<file path="config.mk">
export PLATFORM = sky130hd
export DESIGN_NAME = mux_nto1_stream_flat
export DESIGN_NICKNAME = d
export VERILOG_FILES = /design/src/rtl/mux_nto1_stream_if.sv /design/src/rtl/mux_nto1_stream.sv /design/src/flat_wrapper.sv
export SDC_FILE = /design/constraint.sdc
export NUM_CORES = 1
export LEC_CHECK = 0
export CORE_UTILIZATION = 38
export CTS_CLUSTER_DIAMETER = 120
export CTS_CLUSTER_SIZE = 20
export DETAILED_ROUTE_END_ITERATION = 8
export PLACE_DENSITY = 0.9
export REMOVE_ABC_BUFFERS = 1
export SLEW_MARGIN = 20
export SYNTH_ARGS = -nofsm -noshare
export SYNTH_HDL_FRONTEND = slang
export SYNTH_SLANG_ARGS = --single-unit
</file>
<file path="constraint.sdc">
create_clock -name clk -period 2.78 [get_ports clk]
set_clock_uncertainty 0.15 [all_clocks]
set_input_delay 0.278 -clock clk [delete_from_list [all_inputs] [get_ports clk]]
set_output_delay 0.278 -clock clk [all_outputs]
set_load 0.05 [all_outputs]
</file>
<file path="src/rtl/mux_nto1_stream_if.sv">
// Handshake and bus bundle for mux_nto1_stream.
// Optional i_last/q_last members exist when MUX_NTO1_LAST_LOCK_EN is defined.
interface mux_nto1_stream_if #(
    parameter int WIDTH  = 19,
    parameter int NUM_IN = 4,
    parameter int SEL_W  = 2
);
    logic                    mode;
    logic [SEL_W-1:0]        S;
    logic [NUM_IN*WIDTH-1:0] i_data;
    logic [NUM_IN-1:0]       i_valid;
    logic [NUM_IN-1:0]       i_ready;
    logic [WIDTH-1:0]        Q;
    logic                    q_valid;
    logic                    q_ready;
    logic [SEL_W-1:0]        q_src;
`ifdef MUX_NTO1_LAST_LOCK_EN
    logic [NUM_IN-1:0]       i_last;
    logic                    q_last;
`endif

    modport master (
`ifdef MUX_NTO1_LAST_LOCK_EN
        output i_last,
        input  q_last,
`endif
        output mode, S, i_data, i_valid, q_ready,
        input  i_ready, Q, q_valid, q_src
    );

    modport slave (
`ifdef MUX_NTO1_LAST_LOCK_EN
        input  i_last,
        output q_last,
`endif
        input  mode, S, i_data, i_valid, q_ready,
        output i_ready, Q, q_valid, q_src
    );
endinterface

</file>
<file path="src/rtl/mux_nto1_stream.sv">
// Registered N-to-1 stream mux with external select or round-robin grant.
// Define MUX_NTO1_LAST_LOCK_EN to lock round-robin grants until a last beat.
module mux_nto1_stream #(
    parameter int WIDTH  = 19,
    parameter int NUM_IN = 4,
    parameter int SEL_W  = 2
) (
    input logic               clk,
    input logic               rst,
    mux_nto1_stream_if.slave bus
);
    logic             load;
    logic             gnt_ok;
    logic [SEL_W-1:0] gnt;
    logic [SEL_W-1:0] rr_ptr;
    logic [SEL_W-1:0] rr_next;
    logic [WIDTH-1:0] sel_data;
`ifdef MUX_NTO1_LAST_LOCK_EN
    logic             locked;
    logic [SEL_W-1:0] lock_ch;
    logic             sel_last;
`endif

    assign load    = !bus.q_valid || bus.q_ready;
    assign rr_next = (gnt == SEL_W'(NUM_IN - 1)) ? '0 : gnt + SEL_W'(1);

    // Pick the granted channel: external select, lock holder, or round-robin.
    always_comb begin
        int idx;
        gnt_ok = 1'b0;
        gnt    = '0;
        idx    = 0;
        if (!bus.mode) begin
            for (int k = 0; k < NUM_IN; k++) begin
                if (bus.S == SEL_W'(k) && bus.i_valid[k]) begin
                    gnt_ok = 1'b1;
                    gnt    = SEL_W'(k);
                end
            end
        end
`ifdef MUX_NTO1_LAST_LOCK_EN
        else if (locked) begin
            for (int k = 0; k < NUM_IN; k++) begin
                if (lock_ch == SEL_W'(k) && bus.i_valid[k]) begin
                    gnt_ok = 1'b1;
                    gnt    = SEL_W'(k);
                end
            end
        end
`endif
        else begin
            // Walk offsets far-to-near so the nearest valid channel wins.
            for (int off = NUM_IN - 1; off >= 0; off--) begin
                idx = int'(rr_ptr) + off;
                if (idx >= NUM_IN) idx = idx - NUM_IN;
                for (int k = 0; k < NUM_IN; k++) begin
                    if (k == idx && bus.i_valid[k]) begin
                        gnt_ok = 1'b1;
                        gnt    = SEL_W'(k);
                    end
                end
            end
        end
    end

    // Route the granted channel's word (and last flag) to the register input.
    always_comb begin
        sel_data = '0;
`ifdef MUX_NTO1_LAST_LOCK_EN
        sel_last = 1'b0;
`endif
        for (int k = 0; k < NUM_IN; k++) begin
            if (gnt == SEL_W'(k)) begin
                sel_data = bus.i_data[k*WIDTH +: WIDTH];
`ifdef MUX_NTO1_LAST_LOCK_EN
                sel_last = bus.i_last[k];
`endif
            end
        end
    end

    // Accept only the granted channel, and only when the register can load.
    always_comb begin
        bus.i_ready = '0;
        for (int k = 0; k < NUM_IN; k++) begin
            bus.i_ready[k] = !rst && load && gnt_ok && (gnt == SEL_W'(k));
        end
    end

    // Output register, round-robin pointer and packet lock.
    always_ff @(posedge clk) begin
        if (rst) begin
            bus.Q       <= '0;
            bus.q_valid <= 1'b0;
            bus.q_src   <= '0;
            rr_ptr      <= '0;
`ifdef MUX_NTO1_LAST_LOCK_EN
            bus.q_last  <= 1'b0;
            locked      <= 1'b0;
            lock_ch     <= '0;
`endif
        end else begin
            if (load && gnt_ok) begin
                bus.Q       <= sel_data;
                bus.q_src   <= gnt;
                bus.q_valid <= 1'b1;
`ifdef MUX_NTO1_LAST_LOCK_EN
                bus.q_last  <= sel_last;
                if (bus.mode) begin
                    if (sel_last) begin
                        locked <= 1'b0;
                        rr_ptr <= rr_next;
                    end else begin
                        locked  <= 1'b1;
                        lock_ch <= gnt;
                    end
                end
`else
                if (bus.mode) rr_ptr <= rr_next;
`endif
            end else if (load) begin
                bus.q_valid <= 1'b0;
            end
`ifdef MUX_NTO1_LAST_LOCK_EN
            if (!bus.mode) locked <= 1'b0;
`endif
        end
    end
endmodule
</file>
<file path="src/flat_wrapper.sv">
// flat-port wrapper written by rule: the top's interface ports become plain ports
module mux_nto1_stream_flat 
#(
    parameter int WIDTH  = 19,
    parameter int NUM_IN = 4,
    parameter int SEL_W  = 2
)
  (clk, rst, bus_mode, bus_S, bus_i_data, bus_i_valid, bus_q_ready, bus_i_ready, bus_Q, bus_q_valid, bus_q_src);
  mux_nto1_stream_if #(.WIDTH(WIDTH), .NUM_IN(NUM_IN), .SEL_W(SEL_W)) bus_i ();
  input logic clk;
  input logic rst;
  input wire logic [$bits(bus_i.mode)-1:0] bus_mode;
  input wire logic [$bits(bus_i.S)-1:0] bus_S;
  input wire logic [$bits(bus_i.i_data)-1:0] bus_i_data;
  input wire logic [$bits(bus_i.i_valid)-1:0] bus_i_valid;
  input wire logic [$bits(bus_i.q_ready)-1:0] bus_q_ready;
  output wire logic [$bits(bus_i.i_ready)-1:0] bus_i_ready;
  output wire logic [$bits(bus_i.Q)-1:0] bus_Q;
  output wire logic [$bits(bus_i.q_valid)-1:0] bus_q_valid;
  output wire logic [$bits(bus_i.q_src)-1:0] bus_q_src;
  assign bus_i.mode = bus_mode;
  assign bus_i.S = bus_S;
  assign bus_i.i_data = bus_i_data;
  assign bus_i.i_valid = bus_i_valid;
  assign bus_i.q_ready = bus_q_ready;
  assign bus_i_ready = bus_i.i_ready;
  assign bus_Q = bus_i.Q;
  assign bus_q_valid = bus_i.q_valid;
  assign bus_q_src = bus_i.q_src;
  mux_nto1_stream #(.WIDTH(WIDTH), .NUM_IN(NUM_IN), .SEL_W(SEL_W)) u_core (.clk(clk), .rst(rst), .bus(bus_i));
endmodule
</file>
## After elaboration in Yosys (flattened, before gate mapping)

Cells that the tools add are included.

- Logic and storage cells: 127
- Register bits after elaboration: 24
- Input port bits: 86
- Output and inout bits: 26

- Magnitude comparators: 4
- Add/subtract/negate cells: 8
- Muxes and demuxes: 55
- Reductions and logical operators: 38
- Equality and inequality tests: 18

Operators by type and width:

| kind | number |
|---|---|
| 3-bit by 32-bit equality test with 1-bit output, first input constant | 8 |
| 32-bit two-way mux | 8 |
| 2-bit by 32-bit equality test with 1-bit output, first input constant | 4 |
| 32-bit zero test | 4 |
| 32-bit by 4-bit greater-or-equal comparator with 1-bit output, second input constant | 3 |
| 32-bit by 4-bit subtractor with 32-bit output, second input constant | 3 |
| 19-bit two-way mux | 4 |
| 2-bit two-way mux | 18 |
| 1-bit logical AND | 27 |
| 1-bit two-way mux | 25 |
| 2-bit equality test, second input constant | 4 |
| 2-bit by 2-bit adder with 3-bit output, second input constant | 2 |
| 2-bit by 1-bit equality test with 1-bit output, second input constant | 2 |
| 2-bit zero test | 2 |
| 2-bit by 3-bit subtractor with 4-bit output, second input constant | 1 |
| 2-bit by 1-bit adder with 3-bit output, second input constant | 1 |
| 2-bit by 3-bit greater-or-equal comparator with 1-bit output, second input constant | 1 |
| 2-bit by 1-bit adder with 2-bit output, second input constant | 1 |
| 1-bit zero test | 2 |
| 2-bit AND reduction | 1 |
| 2-bit nonzero test | 1 |
| 1-bit logical OR | 1 |

## Longest topological paths before layout

Gate-level depths: netlist of the first run.

- Word-level depth: 27
- Gate-level depth with buffers: 12
- Gate-level depth less buffers: 9

## Worst setup path after synthesis of the first run

OpenSTA, ideal clock, no wires.

- Path type: flip-flop to output port
- From: reg u_core.rr_ptr[0]
- To: out bus_i_ready[3]
- Data required time: 2.352 ns
- Path buffers: 2
- Cell stages (with the launch flop): 9
- Setup slack: 0.029 ns
- Arrival time: 2.323 ns
- Cells stage by stage: dfxtp_1 or3b_1 o311ai_1 a31oi_1 inv_1 ha_1 clkbuf_1 clkbuf_1 and3_1

RTL lines:

| what | line | text |
|---|---|---|
| start, declared | mux_nto1_stream.sv:15 | `logic [SEL_W-1:0] rr_ptr;` |
| start signal, assigned | mux_nto1_stream.sv:119 | `if (bus.mode) rr_ptr <= rr_next;` |
| 2-bit by 2-bit adder with 3-bit output | mux_nto1_stream.sv:54 | `idx = int'(rr_ptr) + off;` |
| 32-bit by 4-bit subtractor with 32-bit output / 32-bit by 4-bit greater-or-equal comparator with 1-bit output (equally long branches) | mux_nto1_stream.sv:55 | `if (idx >= NUM_IN) idx = idx - NUM_IN;` |
| 32-bit two-way mux | mux_nto1_stream.sv:55 |  |
| 32-bit two-way mux | mux_nto1_stream.sv:33 | `if (!bus.mode) begin` |
| 2-bit by 32-bit equality test with 1-bit output | mux_nto1_stream.sv:57 | `if (k == idx && bus.i_valid[k]) begin` |
| 1-bit logical AND | mux_nto1_stream.sv:57 |  |
| 1-bit two-way mux | mux_nto1_stream.sv:57 |  |
| 2-bit two-way mux (13 in series) | mux_nto1_stream.sv:57 |  |
| 2-bit two-way mux * | mux_nto1_stream.sv:57 |  |
| 2-bit two-way mux * | mux_nto1_stream.sv:33 |  |
| via u_core.gnt[0] | mux_nto1_stream.sv:14 | `logic [SEL_W-1:0] gnt;` |
| 2-bit equality test * | mux_nto1_stream.sv:86 | `bus.i_ready[k] = !rst && load && gnt_ok && (gnt == SEL_W'(k));` |
| 1-bit logical AND * | mux_nto1_stream.sv:86 |  |
| end, declared | flat_wrapper.sv:17 | `output wire logic [$bits(bus_i.i_ready)-1:0] bus_i_ready;` |

Mark *: on every way through the listed nets, which the timed path passes. The rest lies on a longest branch. The select of a mux whose other input is x is not followed.

## Worst setup path after layout of the first run

- From: in bus_i_valid[3]
- To: out bus_i_ready[3]

- Longest elaborated chain between the ends: 17

Ends and longest elaborated chain:

| what | line | text |
|---|---|---|
| start, declared | flat_wrapper.sv:15 | `input wire logic [$bits(bus_i.i_valid)-1:0] bus_i_valid;` |
| 1-bit logical AND | mux_nto1_stream.sv:57 |  |
| 2-bit two-way mux (13 in series) | mux_nto1_stream.sv:57 |  |
| 2-bit two-way mux * | mux_nto1_stream.sv:33 |  |
| via u_core.gnt[0] | mux_nto1_stream.sv:14 |  |
| 2-bit equality test * | mux_nto1_stream.sv:86 |  |
| 1-bit logical AND * | mux_nto1_stream.sv:86 |  |

Mark *: on every way through the listed nets, which the timed path passes. The rest lies on a longest branch.

==> summary.txt, run 1 <==
Outcome
  • Outcome: finished, final reports clean

STA
  • Final worst path period need: 2.69 ns
  • Slew Viols, Final: 0
  • Fin. Hold Viols: 0
  • Rel. slew slack: 0.644
  • Final number of setup-violating endpoints: 0
  • Fin crit share: 0.966
  • Final worst setup slack: approximately 0.094 ns
  • Worst Tran Pin Value: roughly 0.53 ns
  • Maximum clock rate: approximately 370 MHz

Global routing
  • Largest net degree at the start of global routing: 33
  • Initial antenna violation count: 0
  • Global-route wire length before repair: approximately 10 mm
  • GR Util All Layers: 0.242
  • Vias in the first global route: 2,350
  • GRT Residual Overflow: 0

Yosys
  • Syn_area_per_cell: between 7 and 8 um2
  • Largest family of logic cells by synthesized area: compound AO/OA/AOI/OAI gates
  • EDFF count, synth: 0
  • Post-Synth Simple-Gate Area: 0.116
  • Synth Area in Adders: 0.0266
  • Area contributors post-synth: dfxtp_1 25%, a21oi_1 16%, a211oi_2 13%, a22oi_1 8.0%, o21ai_0 5.6%
  • Share of synthesized registers carrying an async set or reset: 0
  • Xor/xnor cell area share of the yosys netlist: 0
  • Cells after Synth: around 250
  • Cell type with the largest total area after synthesis: dfxtp_1
  • Post-synthesis cell type count: 31
  • Yosys warning count: 0
  • Top FF cell, synth: dfxtp_1
  • Netlist Area Pre-Place: between 1500 and 2000 um2
  • Flops & latches, synth: 24
  • Post-synthesis compound-gate area fraction: 0.474
  • Synth top area share: 0.255
  • Top-count cell post-synth: a21oi_1
  • Post-synthesis sequential area ratio: 0.255
  • Synth cell count leaders: 62 x a21oi_1, 25 x inv_1, 24 x dfxtp_1, 22 x nand2_1, 21 x o21ai_0
  • Mux contribution to synthesized area: 0.0159

Setup path
  • WP data required: around 2.4 ns
  • CP Cell Sequence: clkdlybuf4s50_1 > or3b_1 > o311ai_1 > a31oi_2 > inv_1 > ha_1 > and3_2 > buf_12
  • Crit path buf inv count: 3
  • Crit path capture type: output pin
  • RR Startpoint: u_core.rr_ptr[0]
  • Slowest stage cell, crit path: clkdlybuf4s50_1
  • Worst R2R Setup Slack: around 0.31 ns
  • CP Class: in2out
  • Critical path peak fanout: 4
  • Reg2Reg Depth: 10
  • Critical Path Source Type: input pin
  • Worst r2r dst: u_core.bus.Q[2]
  • CP top delay family: buffers and inverters
  • Largest stage delay on the critical path: 0.55 ns
  • Arr. time, crit path: between 2 and 2.5 ns

Floorplan
  • Core ar.: 4750 um2
  • Chip height: just over 70 um
  • Num ports: between 100 and 150
  • Starting density of the core: 0.396
  • Die ar.: between 5000 and 6000 um2
  • Rows: 25
  • Die X: about 72 um

Route
  • Routed Antenna Nets: 0
  • DR WL/cell: 14.6 um
  • WL final: 6.32 mm
  • Vias per cell: ~5.4
  • Drt drc: 0
  • Drt pass-1 iters: 4
  • Via count: 2,319
  • 1st-iter DRT viols: between 90 and 100

Min path
  • Hold Path Sink: u_core.bus.q_src[1]
  • Worst hold path depth: 2
  • Hold Crit Class: reg2reg
  • Min-delay src: u_core.bus.q_src[1]

Cells and area
  • Layout Cells excl Fill: between 400 and 500
  • Antenna diodes: 0
  • Fillcell total: between 300 and 400
  • Synth-to-Final Area Change: 75.5%
  • Fraction of layout cells with a size suffix above 1: 0.164
  • Nets: 457

Clock network
  • Buffer depth of the longest clock path: 2
  • Hold buffers post-CTS: 0
  • Clock insertion delay at the later pin of the skew report: approximately 0.27 ns
  • CTS buffer count: 3
  • Postcts setup bufs: 0
  • Clock sink count: 24
  • CTS H-Tree Depth: 1
  • TritonCTS clock tree: built
  • Clock transition at path regs: approximately 0.08 ns
  • Clock root buffer: clkbuf_8

Placement
  • GPL Wtd Cong: ~0.85
  • Inst Count DP: around 430
  • PortBufs: between 100 and 150
  • Dpl ws: -0.197 ns
  • DP HPWL: 4.61 mm

Power and ir drop
  • Worst vdd ir: about 0.27 mV
  • Total power: ~0.0015 W
  • P_leak: 1.33 nW
  • Power per cell area: roughly 450 nW/um2

Job
  • Max-Cap Viols: 0
power breakdown:
part	switching, W	total (W)	internal (W)	leakage [nW]
Sequential	0.0000271	0.000419	0.000392	0.199
Combinational	0.000456	0.000835	0.000379	1.10
Clock	0.000113	0.000240	0.000127	0.0288
Total	0.000596	0.00149	0.000897	1.33
registers in the layout (all words and copies together) (netlist names):
register / count
u_core.bus.q_valid: 1
u_core.bus.q_src: 2
u_core.rr_ptr: 2
u_core.bus.Q: 19
per-stage QoR:
stage | TNS (ns) | utilization | hold slack [ns] | area (um2)
global placement | -0.480 | 0.677 | 0.361 | 3220
floorplan | -0.0860 | - | 0.193 | 1770
global route | -0.0511 | 0.696 | 0.419 | 3310
CTS | 0 | 0.691 | 0.387 | 3290
detailed placement | -2.48 | 0.677 | 0.376 | 3220
finish | 0 | 0.696 | 0.383 | 3310
layer usage:
layer,GRT usage,part of all wire,vias up
met5,0,0,-
met3,0.0458,0.079,17
met2,0.450,0.50,114
met4,0.109,0.028,0
li1,-,-,1144
met1,0.264,0.39,1044
cell usage in the layout (no fill, tap or decap), drive strengths merged:
master         instances
buf                   26
clkdlybuf4s50        106
and3                   4
a21oi                 63
nand4                  1
inv                   25
nand3                  1
nand2b                 2
a21o                   1
o21ai                 21
nor2b                  5
a311o                  1
nor2                   2
and2                   1
a211oi                21
nand2                 22
mux2i                  3
clkbuf                 4
nor3b                  1
a41o                   1
a22oi                 21
ha                     4
o311ai                 1
a31oi                  2
dlymetal6s2s           1
dfxtp                 24
or3b                   1
nor4b                  1
how the worst max path moves through the flow:
stage	cells after the start	start	slack, ns	to
5_1_grt	9	bus_i_valid[3]	-0.03	bus_i_ready[2]
3_5_place_dp	11	bus_i_valid[2]	-0.20	u_core.bus.Q[2]
4_1_cts	8	bus_i_valid[2]	0.03	bus_i_ready[0]
6_report	8	bus_i_valid[3]	0.09	bus_i_ready[3]
2_1_floorplan	6	u_core.rr_ptr[0]	-0.08	bus_i_ready[3]
3_3_place_gp	11	bus_i_valid[2]	-0.07	u_core.bus.Q[12]
worst min-delay path: cells and delay by family, from the launching register on:
| kind | cells | cell delay, ns |
|---|---|---|
| flip-flops | 1 | 0.32 |
| AO/OA/AOI/OAI | 2 | 0.18 |
logic make-up after synthesis:
| group | after synthesis |
|---|---|
| fa+ha+maj | 4 |
| flops | 24 |
| simple gates | 41 |
| buf+inv | 49 |
| compound gates | 132 |
| mux | 3 |
what timing repair did:
| action | in CTS | in global routing |
|---|---|---|
| gates cloned | 0 | 0 |
| resized for setup | 3 | 5 |
| endpoints found under the setup margin | 2 | 21 |
final cells by class:
type | count | area (um2) | share of cell area
Clock buffer | 4 | 55.1 | 0.0166
Timing Repair Buffer | 133 | 1370 | 0.414
Multi-Input combinational cell | 180 | 1220 | 0.370
Tap cell | 67 | 83.8 | 0.0253
Inverter | 25 | 93.8 | 0.0284
Sequential cell | 24 | 480 | 0.145
No activity file was read; power rests on OpenSTA's default activity.
==> run 2, diff against run 1 <==
- CTS_CLUSTER_SIZE: 20 -> 24
==> results of run 2 <==
Same layout as run 1: the final DEF is identical, and so are final timing and power.
